===== src/rtl/shift_count_reg.sv =====
// shift_count_reg: WIDTH-bit multi-mode register (hold, load, shift, rotate,
// increment, decrement) with synchronous clear/set and a registered wrap pulse.
// Priority per edge is clr > set > enable > hold. Reset is asynchronous.
module shift_count_reg #(
  parameter int                 WIDTH       = 8,
  parameter logic [WIDTH-1:0]   RESET_VALUE = '0,
  parameter logic [WIDTH-1:0]   SET_VALUE   = '1
) (
  input  logic             clock,
  input  logic             reset,
  input  logic             clr,
  input  logic             set,
  input  logic             enable,
  input  logic [2:0]       mode,
  input  logic [WIDTH-1:0] d,
  input  logic             ser_in_lsb,
  input  logic             ser_in_msb,
  output logic [WIDTH-1:0] q,
  output logic [WIDTH-1:0] qbar,
  output logic             ser_out_msb,
  output logic             ser_out_lsb,
  output logic             wrap
);

  // Operation encodings carried on the mode input.
  typedef enum logic [2:0] {
    MODE_HOLD = 3'b000,
    MODE_LOAD = 3'b001,
    MODE_SHL  = 3'b010,
    MODE_SHR  = 3'b011,
    MODE_ROL  = 3'b100,
    MODE_ROR  = 3'b101,
    MODE_INC  = 3'b110,
    MODE_DEC  = 3'b111
  } mode_e;

  mode_e            mode_sel;
  logic [WIDTH-1:0] q_reg;
  logic [WIDTH-1:0] q_next;
  logic             wrap_reg;
  logic             wrap_next;

  // Candidate next values for each bit-moving operation.
  logic [WIDTH-1:0] shl_val;
  logic [WIDTH-1:0] shr_val;
  logic [WIDTH-1:0] rol_val;
  logic [WIDTH-1:0] ror_val;
  logic [WIDTH-1:0] inc_val;
  logic [WIDTH-1:0] dec_val;

  // Counter boundary detection on the current value; these decide the wrap pulse.
  logic at_all_ones;
  logic at_zero;

  assign mode_sel    = mode_e'(mode);
  assign at_all_ones = &q_reg;
  assign at_zero     = ~|q_reg;
  assign inc_val     = q_reg + {{(WIDTH-1){1'b0}}, 1'b1};
  assign dec_val     = q_reg - {{(WIDTH-1){1'b0}}, 1'b1};

  // Per-bit wiring of shifts and rotates: end bits take the serial input
  // (shift) or the bit falling off the opposite end (rotate).
  genvar gi;
  generate
    for (gi = 0; gi < WIDTH; gi++) begin : g_bits
      if (gi == 0) begin : g_lsb
        assign shl_val[gi] = ser_in_lsb;
        assign rol_val[gi] = q_reg[WIDTH-1];
      end else begin : g_lsb_n
        assign shl_val[gi] = q_reg[gi-1];
        assign rol_val[gi] = q_reg[gi-1];
      end
      if (gi == WIDTH-1) begin : g_msb
        assign shr_val[gi] = ser_in_msb;
        assign ror_val[gi] = q_reg[0];
      end else begin : g_msb_n
        assign shr_val[gi] = q_reg[gi+1];
        assign ror_val[gi] = q_reg[gi+1];
      end
    end
  endgenerate

  // Next-state selection: clr beats set beats enable; wrap only on a counter rollover.
  always_comb begin
    q_next    = q_reg;
    wrap_next = 1'b0;
    if (clr) begin
      q_next = '0;
    end else if (set) begin
      q_next = SET_VALUE;
    end else if (enable) begin
      case (mode_sel)
        MODE_HOLD: q_next = q_reg;
        MODE_LOAD: q_next = d;
        MODE_SHL:  q_next = shl_val;
        MODE_SHR:  q_next = shr_val;
        MODE_ROL:  q_next = rol_val;
        MODE_ROR:  q_next = ror_val;
        MODE_INC: begin
          q_next    = inc_val;
          wrap_next = at_all_ones;
        end
        MODE_DEC: begin
          q_next    = dec_val;
          wrap_next = at_zero;
        end
        default:   q_next = q_reg;
      endcase
    end
  end

  // State register; reset aborts any operation in flight and kills wrap.
  always_ff @(posedge clock or posedge reset) begin
    if (reset) begin
      q_reg    <= RESET_VALUE;
      wrap_reg <= 1'b0;
    end else begin
      q_reg    <= q_next;
      wrap_reg <= wrap_next;
    end
  end

  // Derived outputs follow q combinationally so they are never stale.
  assign q           = q_reg;
  assign qbar        = ~q_reg;
  assign ser_out_msb = q_reg[WIDTH-1];
  assign ser_out_lsb = q_reg[0];
  assign wrap        = wrap_reg;

endmodule

===== config.mk =====
export PLATFORM = sky130hd
export DESIGN_NAME = shift_count_reg
export DESIGN_NICKNAME = d
export VERILOG_FILES = /design/src/rtl/shift_count_reg.sv
export SDC_FILE = /design/constraint.sdc
export NUM_CORES = 1
export LEC_CHECK = 0
export CORE_MARGIN = 5
export CORE_UTILIZATION = 29
export DETAILED_ROUTE_END_ITERATION = 7
export SYNTH_ARGS = -nofsm -noshare
export SYNTH_HDL_FRONTEND = slang
export SYNTH_SLANG_ARGS = --single-unit

===== constraint.sdc =====
create_clock -name clock -period 2.4 [get_ports clock]
set_clock_uncertainty 0.2 [all_clocks]
set_input_delay 0.48 -clock clock [delete_from_list [all_inputs] [get_ports clock]]
set_output_delay 0.48 -clock clock [all_outputs]
set_load 0.03 [all_outputs]

==> results.md <==
* Post-synth cell types at 46
* Gr ovfl total at 0
* Avg Inst Size Synth at 7.62 um2
* Multi-input combinational cell area at 656 um2
* Die Wd at 67.8 um
* Worst Path Required at 1.72 ns
* CP max stage cell: clkdlybuf4s50_1
* Register area at 225 um2
* CP Max Fanout at 6
* Pre-antenna DRT Iters at 4
* Initial antenna violation count at 0
* Worst rel slew slack at 66.6%
* Cell Area, Synth at 967 um2
* Io pins at 37
* Main flop type after synthesis: dfrtp_1
* Drt drc at 0
* Critical path arrival at 1.67 ns
* Crit path capture type: primary output
* Synthesis-stage register bit count at 9
* PwrDens at 439 nW/um2
* Critical Path Source Type: flip-flop
* Drt via density at 5.55
* H-tree depth at 1
* Setup CP Type: reg2out
* CTS tree: done
* Buf/Inv on CP at 3
* WL per Instance at 16.1 um
* GRT Total Usage at 16.6%
* Filler cell count at 335
* Port bufs at 36
* Vias in the first global route at 1287
* Clock Latency Late Sink at 0.28 ns
* Syn_nets at 146
* Largest net degree at the start of global routing at 13
* Initial Util at 29.4%
* Unrepaired setup endpoints after global routing: false
* Worst vdd ir at 0.138 mV
* CTS sink cnt at 9
* DP Wirelength at 2810 um
* Max reg flops at 8
* Share of post-route cells with drive strength above 1 at 22.1%
* Area after DPL at 1520 um2
* Max-Cap Viols at 0
* Post-synth EDFFs at 0
* Async S/R FF share, synth at 100%
* WL final at 3660 um
* Fmax at 0.426 GHz
* TritonCTS buffer count at 3
* Endpoints failing setup at 0
* Lkg Pwr at 0.644 nW
* Synth warn at 0
* CP Cell Sequence: buf_4 > inv_1 > clkdlybuf4s50_1
* Chip height at 67.8 um
* Run status: finished clean
* Clk pin slew, worst setup/hold paths at 0.08 ns
* Sequential cell area fraction in the yosys report at 23.3%
* Initial DRC Count at 83
* GP Congestion at 0.914
* Final Instance Area at 1560 um2
* Min-delay worst type: in2async
* Tcrit/Tclk final at 97.8%
* Nets at 201
* Global-route wire length before repair at 5750 um
* Final cell count without fillers at 227
* Setup TNS at 0 ns
* Min Tclk post-route at 2.35 ns
* Core area at 3280 um2
* DP Cell Count at 222
* Clk buf depth at 2
* Detail Route Antenna Nets at 0
* Vias at 1260
* Slew Viols, Final at 0
* Top delay family on crit path: buffers and inverters
* Critical Path Max Stage Delay at 0.67 ns
* Die ar. at 4590 um2
* # rows at 21
* Antenna Cells at 0
* Tightest Pin Transition at 0.499 ns
* Synthesized instance count at 127
* CTS root buf: clkbuf_4
* Final Hold Viols at 0
* P&R area growth vs syn at 61.1%
* Post-CTS Hold Buffers at 0
==> cells in the mapped netlist, drive strengths merged, types with 3 or more instances <==
cell    number  area (um2)
nor4         3        25.0
clkbuf       6        22.5
dfrtp        9         225
inv         12        45.0
o21ai       16        80.1
nor3         5        25.0
nor2         5        18.8
o31a         3        26.3
a221oi       6        52.6
buf          5        35.0
nand3        4        20.0
nand4        3        18.8
a21oi        3        15.0
or3          5        36.3
nand2       10        37.5
==> report_power, final <==
group | total [mW] | switching [mW] | internal, mW
combinational | 0.351 | 0.188 | 0.163
clock | 0.136 | 0.0716 | 0.0646
sequential | 0.197 | 0.0313 | 0.166
total | 0.684 | 0.291 | 0.393
==> worst register-to-register path, cell delays in order (launching register included) <==
cell	delay [ns]
dfrtp_1	0.48
nand2b_1	0.17
o21ai_0	0.10
ha_1	0.21
or3_1	0.35
nor3_4	0.17
a2bb2oi_1	0.11
or3_1	0.35
nand3_1	0.07
==> placed cells by master (no fill, tap or decap), types with 3 or more instances in the layout <==
| cell type | Yosys | routed |
|---|---|---|
| o21ai_0 | 15 | 15 |
| nand4_1 | 3 | 3 |
| clkbuf_4 | 0 | 3 |
| nand2_1 | 10 | 10 |
| or3_1 | 4 | 4 |
| nor2_1 | 5 | 5 |
| buf_4 | 4 | 25 |
| inv_1 | 12 | 12 |
| a21oi_1 | 3 | 3 |
| dfrtp_1 | 9 | 9 |
| a221oi_1 | 6 | 6 |
| o31a_1 | 3 | 3 |
| nand3_1 | 4 | 3 |
| clkdlybuf4s50_1 | 0 | 32 |
| nor3_1 | 5 | 4 |
==> metal layers <==
metal	routed length (um)	part of all wire (%)	global-route usage [%]	vias to the layer above
li1	-	-	-	587
met1	1490	41	18.8	602
met2	1800	49	29.2	62
met3	277	7.6	2.16	9
met4	91	2.5	10.1	0
met5	0	0	0	-
==> repair_timing <==
item	4_1_cts	5_1_grt
setup endpoints to repair	2	3
gates resized for setup	3	3
pin swaps	1	1
cloned	0	0
buffers inserted	1	0
==> area by class of cell <==
cell class	count	area share, %
Inverter	12	2.89
Tap cell	46	3.69
Multi-Input combinational cell	95	42.1
Clock buffer	4	1.69
Timing Repair Buffer	61	35.2
Sequential cell	9	14.5
==> final timing paths <==
kind / endpoint / slack, ns / cells past startpoint / from
min in group clock: q[7] / 0.49 / 1 / q[7]
hold reg to reg: q[7] / 0.49 / 1 / q[7]
setup / recovery: qbar[0] / 0.05 / 3 / q[0]
max in group asynchronous: q[2] / 1.42 / 2 / reset
setup reg to reg: q[6] / 0.13 / 8 / q[1]
hold / removal: wrap / 0.29 / 2 / reset
==> logic make-up (layout without fill, tap and decap cells) <==
family	count (synthesis)	after routing	share of synthesized area [%]
buffers and inverters	23	77	10.6
adders and majority gates	1	1	1.29
xor gates and xnor gates	1	1	0.906
and+or+nand+nor	47	47	29.0
muxes	3	3	3.36
DFF	9	9	23.3
AOI/OAI and AO/OA	43	43	31.6
==> per-stage QoR <==
step	utilization (%)	worst slack, ns	hold slack [ns]	power (mW)
after floorplan	-	0.0356	0.108	0.385
after global placement	46.2	-0.345	0.467	0.546
after detailed placement	46.2	-0.416	0.460	0.546
after CTS	47.1	0.0351	0.306	0.682
after global routing	47.4	0.0144	0.315	0.717
final	47.4	0.0530	0.288	0.684
(Power assumes the default switching activity.)
